--- src/rtl/apb_master_bridge.sv ---
// APB requester: turns single-beat local commands into APB transfers with per-byte odd parity,
// bounded wait states, and one response per command over a valid/ready handshake.
module apb_master_bridge #(
   parameter int ADDR_WIDTH     = 32,
   parameter int DATA_WIDTH     = 32,
   parameter int STRB_WIDTH     = DATA_WIDTH / 8,
   parameter int PARITY_WIDTH   = 4,
   parameter int TIMEOUT_CYCLES = 16
) (
   input  logic                    PCLK,
   input  logic                    PRESETn,
   // local command channel
   input  logic                    cmd_valid,
   output logic                    cmd_ready,
   input  logic                    cmd_write,
   input  logic [ADDR_WIDTH-1:0]   cmd_addr,
   input  logic [DATA_WIDTH-1:0]   cmd_wdata,
   input  logic [STRB_WIDTH-1:0]   cmd_strb,
   // local response channel
   output logic                    rsp_valid,
   input  logic                    rsp_ready,
   output logic [DATA_WIDTH-1:0]   rsp_rdata,
   output logic                    rsp_slverr,
   output logic                    rsp_parity_err,
   output logic                    rsp_timeout,
   // APB requester side
   output logic                    PSEL,
   output logic                    PENABLE,
   output logic                    PWRITE,
   output logic [ADDR_WIDTH-1:0]   PADDR,
   output logic [DATA_WIDTH-1:0]   PWDATA,
   output logic [STRB_WIDTH-1:0]   PSTRB,
   output logic [PARITY_WIDTH-1:0] PADDRCHK,
   output logic [PARITY_WIDTH-1:0] PWDATACHK,
   output logic                    PSTRBCHK,
   input  logic                    PREADY,
   input  logic                    PSLVERR,
   input  logic [DATA_WIDTH-1:0]   PRDATA,
   input  logic [PARITY_WIDTH-1:0] PRDATACHK
);

   localparam int CNT_W = $clog2(TIMEOUT_CYCLES + 1);
   localparam logic [CNT_W-1:0] CNT_MAX = CNT_W'(TIMEOUT_CYCLES);

   typedef enum logic [1:0] {
      S_IDLE   = 2'd0,
      S_SETUP  = 2'd1,
      S_ACCESS = 2'd2,
      S_RESP   = 2'd3
   } state_t;

   state_t                  state_reg;
   logic                    cmd_ready_reg;
   logic                    psel_reg;
   logic                    penable_reg;
   logic                    pwrite_reg;
   logic [ADDR_WIDTH-1:0]   paddr_reg;
   logic [DATA_WIDTH-1:0]   pwdata_reg;
   logic [STRB_WIDTH-1:0]   pstrb_reg;
   logic [PARITY_WIDTH-1:0] paddrchk_reg;
   logic [PARITY_WIDTH-1:0] pwdatachk_reg;
   logic                    pstrbchk_reg;
   logic [CNT_W-1:0]        wait_cnt_reg;
   logic                    rsp_valid_reg;
   logic [DATA_WIDTH-1:0]   rsp_rdata_reg;
   logic                    rsp_slverr_reg;
   logic                    rsp_parity_err_reg;
   logic                    rsp_timeout_reg;

   logic [PARITY_WIDTH-1:0] addr_chk_next;
   logic [PARITY_WIDTH-1:0] wdata_chk_next;
   logic [PARITY_WIDTH-1:0] rdata_chk_exp;
   logic [STRB_WIDTH-1:0]   strb_next;

   // Odd parity per byte: check bit makes the byte plus check bit carry an odd number of ones.
   genvar gi;
   generate
      for (gi = 0; gi < PARITY_WIDTH; gi++) begin : g_parity
         assign addr_chk_next[gi]  = ~^cmd_addr[gi*8 +: 8];
         assign wdata_chk_next[gi] = ~^cmd_wdata[gi*8 +: 8];
         assign rdata_chk_exp[gi]  = ~^PRDATA[gi*8 +: 8];
      end
   endgenerate

   assign strb_next = cmd_write ? cmd_strb : '0;

   always_ff @(posedge PCLK or negedge PRESETn) begin
      if (!PRESETn) begin
         state_reg          <= S_IDLE;
         cmd_ready_reg      <= 1'b1;
         psel_reg           <= 1'b0;
         penable_reg        <= 1'b0;
         pwrite_reg         <= 1'b0;
         paddr_reg          <= '0;
         pwdata_reg         <= '0;
         pstrb_reg          <= '0;
         paddrchk_reg       <= '1;
         pwdatachk_reg      <= '1;
         pstrbchk_reg       <= 1'b1;
         wait_cnt_reg       <= '0;
         rsp_valid_reg      <= 1'b0;
         rsp_rdata_reg      <= '0;
         rsp_slverr_reg     <= 1'b0;
         rsp_parity_err_reg <= 1'b0;
         rsp_timeout_reg    <= 1'b0;
      end else begin
         case (state_reg)
            S_IDLE: begin
               if (cmd_valid) begin
                  pwrite_reg    <= cmd_write;
                  paddr_reg     <= cmd_addr;
                  pwdata_reg    <= cmd_wdata;
                  pstrb_reg     <= strb_next;
                  paddrchk_reg  <= addr_chk_next;
                  pwdatachk_reg <= wdata_chk_next;
                  pstrbchk_reg  <= ~^strb_next;
                  psel_reg      <= 1'b1;
                  cmd_ready_reg <= 1'b0;
                  state_reg     <= S_SETUP;
               end
            end

            S_SETUP: begin
               penable_reg  <= 1'b1;
               wait_cnt_reg <= CNT_W'(1);
               state_reg    <= S_ACCESS;
            end

            S_ACCESS: begin
               // PREADY wins over the timeout when both land in the same cycle.
               if (PREADY) begin
                  psel_reg        <= 1'b0;
                  penable_reg     <= 1'b0;
                  rsp_valid_reg   <= 1'b1;
                  rsp_slverr_reg  <= PSLVERR;
                  rsp_timeout_reg <= 1'b0;
                  if (pwrite_reg) begin
                     rsp_rdata_reg      <= '0;
                     rsp_parity_err_reg <= 1'b0;
                  end else begin
                     rsp_rdata_reg      <= PRDATA;
                     rsp_parity_err_reg <= (PRDATACHK != rdata_chk_exp);
                  end
                  state_reg <= S_RESP;
               end else if (wait_cnt_reg == CNT_MAX) begin
                  psel_reg           <= 1'b0;
                  penable_reg        <= 1'b0;
                  rsp_valid_reg      <= 1'b1;
                  rsp_rdata_reg      <= '0;
                  rsp_slverr_reg     <= 1'b0;
                  rsp_parity_err_reg <= 1'b0;
                  rsp_timeout_reg    <= 1'b1;
                  state_reg          <= S_RESP;
               end else begin
                  wait_cnt_reg <= wait_cnt_reg + CNT_W'(1);
               end
            end

            S_RESP: begin
               if (rsp_ready) begin
                  rsp_valid_reg      <= 1'b0;
                  rsp_rdata_reg      <= '0;
                  rsp_slverr_reg     <= 1'b0;
                  rsp_parity_err_reg <= 1'b0;
                  rsp_timeout_reg    <= 1'b0;
                  cmd_ready_reg      <= 1'b1;
                  state_reg          <= S_IDLE;
               end
            end

            default: begin
               state_reg     <= S_IDLE;
               cmd_ready_reg <= 1'b1;
               psel_reg      <= 1'b0;
               penable_reg   <= 1'b0;
               rsp_valid_reg <= 1'b0;
            end
         endcase
      end
   end

   assign cmd_ready      = cmd_ready_reg;
   assign rsp_valid      = rsp_valid_reg;
   assign rsp_rdata      = rsp_rdata_reg;
   assign rsp_slverr     = rsp_slverr_reg;
   assign rsp_parity_err = rsp_parity_err_reg;
   assign rsp_timeout    = rsp_timeout_reg;
   assign PSEL           = psel_reg;
   assign PENABLE        = penable_reg;
   assign PWRITE         = pwrite_reg;
   assign PADDR          = paddr_reg;
   assign PWDATA         = pwdata_reg;
   assign PSTRB          = pstrb_reg;
   assign PADDRCHK       = paddrchk_reg;
   assign PWDATACHK      = pwdatachk_reg;
   assign PSTRBCHK       = pstrbchk_reg;

endmodule

--- config.mk ---
export PLATFORM = sky130hd
export DESIGN_NAME = apb_master_bridge
export DESIGN_NICKNAME = d
export VERILOG_FILES = /design/src/rtl/apb_master_bridge.sv
export SDC_FILE = /design/constraint.sdc
export NUM_CORES = 1
export LEC_CHECK = 0
export CORE_MARGIN = 2
export CORE_UTILIZATION = 40
export CTS_BUF_LIST = sky130_fd_sc_hd__clkbuf_8
export CTS_CLUSTER_SIZE = 28
export DETAILED_ROUTE_END_ITERATION = 10
export DONT_BUFFER_PORTS = 1
export PLACE_DENSITY_LB_ADDON = 0.15
export SYNTH_ARGS = -nofsm -noshare
export SYNTH_HDL_FRONTEND = slang
export SYNTH_SLANG_ARGS = --single-unit
--- constraint.sdc ---
create_clock -name PCLK -period 4.1 [get_ports PCLK]
set_input_delay 1.23 -clock PCLK [delete_from_list [all_inputs] [get_ports PCLK]]
set_output_delay 1.23 -clock PCLK [all_outputs]
set_load 0.005 [all_outputs]
==> results of run 1 <==
[through the flow]
stage          utilization  area, µm²  hold WS, ns  worst slack [ns]
3_5_place_dp         0.419       5740        0.494              1.50
5_1_grt              0.451       6190        0.442              1.82
6_report             0.451       6190        0.484              1.87
2_1_floorplan            -       5570        0.466              1.79
3_3_place_gp         0.419       5740        0.488              1.52
4_1_cts              0.451       6190        0.448              1.83
[area by class of cell]
type / instances / area share
multi-input combinational: 271 / 0.380
tap: 180 / 0.0364
clock buffer: 18 / 0.0400
timing repair buffer: 3 / 0.00364
inverter: 8 / 0.00485
clock inverter: 14 / 0.0325
sequential: 124 / 0.503
[path summary, 6_finish.rpt]
check                               end  slack, ns  cells past startpoint         start
max                         PADDRCHK[0]       1.87                      0   PADDRCHK[0]
min                           rsp_valid       0.48                      0       PRESETn
max reg2reg                    PADDR[6]       1.97                      4  state_reg[0]
min reg2reg                PWDATACHK[1]       0.50                      2  PWDATACHK[1]
max in group asynchronous   PADDRCHK[1]       3.36                      0       PRESETn
min in group PCLK          PWDATACHK[1]       0.50                      2  PWDATACHK[1]
[routing by layer]
metal	vias up	track usage
met1	1591	0.190
met3	23	0.0936
met5	-	0
li1	1469	-
met4	0	0.0625
met2	141	0.257
[cell families (layout without fill, tap and decap cells)]
logic type | after synthesis | in the layout
xor+xnor | 89 | 89
flops | 124 | 124
compound gates | 72 | 72
buf+inv | 27 | 43
fa+ha+maj | 6 | 6
simple gates | 37 | 37
mux | 67 | 67
[layout by cell type, fill, tap and decap left out, types with 5 or more instances in the layout]
cell type  count
a21oi_1        6
a22o_1        36
bufinv_16      5
clkbuf_8      18
dfrtp_1      114
dfstp_2       10
ha_1           6
inv_1         10
mux2_2        65
nand2_1       21
nor2_1         5
o21ai_0       24
xnor2_1       70
xor2_1        15
[power by group through the flow]
stage / Sequential, mW / Clock [mW] / Combinational, mW
after floorplan: 2.19 / 0 / 1.06
after global placement: 2.38 / 0 / 1.18
after detailed placement: 2.38 / 0 / 1.24
after CTS: 2.37 / 1.25 / 1.24
after global routing: 2.43 / 1.31 / 1.37
final: 2.34 / 1.22 / 1.22
==> impl_metrics.csv, run 1 <==
group,metric,value,unit
timing,skew,0.00916,ns
power,p_sw_frac,0.322,
cts,cts_resized,0,
synthesis,yosysUniqueCellTypes,28,
setup_path,arrival,1.00,ns
synthesis,synthTopCellsByArea,"dfrtp_1 (51%), mux2_2 (13%), xnor2_1 (11%)",
place,portBuffers,0,
power,peakVddDrop,0.276,mV
timing,fin_tns_setup,0,ns
cts,clock-root-buffer,"clkbuf_8",
synthesis,synth_edf_count,0,
final_layout,num_antenna_cells,0,
power,p_per_area,772,mW/mm²
timing,slew_headroom,0.266,
grt,grt_pass1_vias,3481,
grt,grt_use_total,0.165,
floorplan,core,0.0137,mm²
drt,viasPerCell,5.22,
grt,grt_max_degree,125,
synthesis,synth_top_family_by_area,"XOR/XNOR gates",
drt,wire_per_inst,19.6,µm
cts,cts_setup_buffers,0,
floorplan,dieArea,0.0149,mm²
final_layout,nFillCells,1287,
synthesis,yosysTopAreaCell,"dfrtp_1",
synthesis,synth_top_area_frac,0.512,
floorplan,initial_core_util,0.406,
synthesis,synth_ff_type,"dfrtp_1",
setup_path,startpoint_type,"flip-flop",
synthesis,syn_inst,422,
cts,cts_tree,"done",
timing,hold_violations,0,
cts,path_clk_slew,0.07,ns
cts,htree_num_levels,4,
floorplan,rows,43,
grt,grt_first_pass_wirelength,18600,µm
timing,post-route-period-util,0.544,
synthesis,synth_compound_area_frac,0.0918,
power,p_clk_frac,0.255,
power,p_leak,2.68,nW
drt,drtAntennaViolNets,0,
cts,clkLatencyLatePin,0.43,ns
hold_path,hp-class,"in2async",
power,p_seq_frac,0.490,
place,routabilityCongestion,0.756,
drt,wl,12100,µm
run_status,status,"finished clean",
power,switching_power,1.54,mW
drt,met3_length,1510,µm
synthesis,synth-simple-area-share,0.0294,
final_layout,area_growth,11.1,%
floorplan,die_w,122,µm
final_layout,layout-drive-gt1-share,0.251,
synthesis,muxShareOfSynthArea,0.135,
synthesis,syn_area,0.00557,mm²
power,pwr-share-comb,0.255,
synthesis,synthTopCellsByCount,"dfrtp_1 (114), xnor2_1 (70), mux2_2 (65)",
synthesis,synth-xor-area-share,0.150,
synthesis,yosysWarningCount,0,
setup_path,critPathMaxFanout,2,
timing,grt_setup_unrepaired,"false",
timing,min_period,2.23,ns
setup_path,criticalPathCategory,"reg2out",
setup_path,required,2.87,ns
synthesis,ys_seq_elements,124,
setup_path,end_kind,"primary output",
power,p_int,3.24,mW
final_layout,final_cells,618,
drt,vias,3224,
place,dpl.cell_count,586,
flow_run,drv_cap,0,
drt,drc,0,
power,total_power,4.78,mW
synthesis,synthesis.nets,539,
drt,drt_iter0_markers,138,
floorplan,boundaryPins,228,
synthesis,synthAdderAreaFrac,0.0135,
grt,overflow,0,
final_layout,multi_input_area,0.00235,mm²
cts,clkSinkCount,124,
synthesis,synth_most_common_cell,"dfrtp_1",
drt,wl_met1,4610,µm
timing,max_freq,448,MHz
drt,met2WireLength,5780,µm
drt,top_layer_used,"met4",
timing,setup_viol,0,
final_layout,fin_nets,542,
synthesis,synthArstFlopShare,1.00,
cts,cts_buffers,17,
place,place_hpwl,8540,µm
synthesis,ys_seq_area_frac,0.559,
drt,firstDrtPassIters,4,
grt,antenna_found_initial,0,
synthesis,synth_area_per_cell,13.2,µm²
timing,finalMaxSlewViolations,0,
cts,clock_path_buffers,2,
floorplan,die_y,122,µm
cts,postCtsHoldBufs,0,
timing,worst_slew_pin_slew,1.10,ns
final_layout,regArea,0.00312,mm²
Power figures use the tool's default switching activity.
==> run 2: changes to the inputs <==
Clock period 4.1 ns to 2.2 ns, I/O delays scaled along.
==> run 2 against run 1 <==
The run now ends with hold timing left. Cell count rose by 0.97%. Critical path depth up 6. Hold slack worse by 0.58 ns. Register-to-register slack worse by 1.6 ns. First-iteration DRC count decreased by 13%. Die area is the same. Clock-buffer cell count grew 3. Clock skew shrank 0.0014 ns. Combinational power increased by 91%. Wire length up 0.40%. Power increased by 79%. Largest cell class unchanged.
==> impl_metrics.csv, run 2 (synthesized netlist as in run 1, its figures left out) <==
group,metric,value,unit
run_status,status,"complete, but fails checks",
run_status,violations,"hold timing",
hold_path,hp-class,"in2async",
timing,hold_slack,-0.0943,ns
grt,antenna_found_initial,0,
place,portBuffers,0,
cts,clock-root-buffer,"clkbuf_8",
drt,wire_per_inst,19.5,µm
final_layout,multi_input_area,0.00235,mm²
power,p_per_area,1390,mW/mm²
power,peakVddDrop,0.507,mV
floorplan,core,0.0137,mm²
timing,min_period,1.82,ns
cts,cts_tree,"done",
floorplan,die_w,122,µm
timing,setup_viol,0,
grt,grt_pass1_vias,3487,
drt,wl,12200,µm
floorplan,boundaryPins,228,
final_layout,area_growth,10.7,%
timing,max_freq,549,MHz
floorplan,rows,43,
setup_path,r2r-start,"state_reg[0]",
setup_path,crit_buf_inv,1,
timing,post-route-period-util,0.828,
setup_path,critPathMaxFanout,34,
setup_path,worst-path-stages,6,
drt,drt_iter0_markers,120,
drt,vias,3270,
cts,path_clk_slew,0.07,ns
drt,drtAntennaViolNets,0,
final_layout,layout-drive-gt1-share,0.257,
timing,skew,0.00774,ns
floorplan,dieArea,0.0149,mm²
setup_path,worstPathCellList,"ha_1 -> nand2b_1 -> o21ai_0 -> a21o_1 -> buf_4 -> a22o_1",
setup_path,criticalPathCategory,"reg2reg",
cts,cts_setup_buffers,0,
place,place_hpwl,8770,µm
final_layout,num_antenna_cells,0,
timing,hold_violations,114,
grt,grt_max_degree,125,
cts,clkSinkCount,124,
cts,cts_buffers,17,
setup_path,end_kind,"flip-flop",
cts,cts_resized,0,
setup_path,critPathMaxStageDelay,0.40,ns
grt,grt_first_pass_wirelength,18300,µm
final_layout,regArea,0.00312,mm²
timing,slew_headroom,0.750,
power,p_leak,2.68,nW
drt,viasPerCell,5.24,
setup_path,rr_endpoint,"rsp_rdata[20]",
setup_path,arrival,2.14,ns
setup_path,startpoint,"state_reg[0]",
grt,overflow,0,
timing,finalMaxSlewViolations,0,
flow_run,drv_cap,0,
grt,grt_use_total,0.165,
final_layout,fin_nets,548,
final_layout,nFillCells,1272,
timing,fin_tns_setup,0,ns
final_layout,utilization,0.450,
timing,grt_setup_unrepaired,"false",
setup_path,rrSetupSlack,0.38,ns
floorplan,die_y,122,µm
timing,worst_slew_pin_slew,0.376,ns
place,routabilityCongestion,0.763,
setup_path,crit_family,"compound AO/OA/AOI/OAI gates",
setup_path,required,2.52,ns
setup_path,cpMaxStageDelayCell,"dfrtp_1",
drt,drc,0,
setup_path,startpoint_type,"flip-flop",
final_layout,final_common_cell,"dfrtp_1",
floorplan,initial_core_util,0.406,
setup_path,rr_worst_depth,6,
setup_path,crit_path_end,"rsp_rdata[20]",
cts,clkLatencyLatePin,0.44,ns
final_layout,layout_common_cells,"dfrtp_1 (114), xnor2_1 (70), mux2_2 (65)",
cts,clock_path_buffers,2,
cts,htree_num_levels,4,
drt,firstDrtPassIters,5,
==> run 2: changes by cell type in the layout (fill, tap and decap cells not counted), sizes merged <==
cell	delta
buf	+6
bufinv	-4
clkinvlp	-1
clkbuf	+3
inv	+2
==> run 2: per-stage QoR <==
stage | instance area (µm²) | power, mW | instances | hold WS, ns | worst slack (ns)
CTS | 6170 | 8.68 | 624 | -0.121 | 0.388
floorplan | 5570 | 6.06 | 422 | 0.364 | 0.458
detailed placement | 5800 | 6.79 | 592 | 0.368 | 0.270
finish | 6170 | 8.56 | 624 | -0.0943 | 0.378
global placement | 5800 | 6.69 | 592 | 0.368 | 0.306
global route | 6170 | 9.16 | 624 | -0.132 | 0.254
==> run 2: layout make-up <==
type | instances | area share
Tap cell | 180 | 0.0365
Clock buffer | 21 | 0.0469
Sequential cell | 124 | 0.505
Timing Repair Buffer | 9 | 0.0130
Clock inverter | 11 | 0.0126
Multi-Input combinational cell | 271 | 0.381
Inverter | 8 | 0.00487
==> run 2: power by group <==
part	switching (mW)	internal (mW)	total [mW]
Clock	0.873	0.985	1.86
Sequential	0.939	3.44	4.38
Combinational	1.04	1.29	2.33
Total	2.85	5.71	8.56
==> run 2: per-layer routing <==
metal,wire (µm),global-route usage,part of all wire,vias up
met5,0,0,0,-
met4,302,0.0740,0.025,0
met3,1590,0.0983,0.13,25
met2,5760,0.254,0.47,161
met1,4540,0.182,0.37,1603
li1,-,-,-,1481
==> run 2: worst min-delay path by stage <==
| stage | cells past startpoint | endpoint |
|---|---|---|
| after floorplan | 0 | PADDR[0] |
| final | 0 | wait_cnt_reg[0] |
| after global placement | 0 | wait_cnt_reg[1] |
| after global routing | 0 | PENABLE |
| after detailed placement | 0 | wait_cnt_reg[1] |
| after CTS | 0 | wait_cnt_reg[1] |
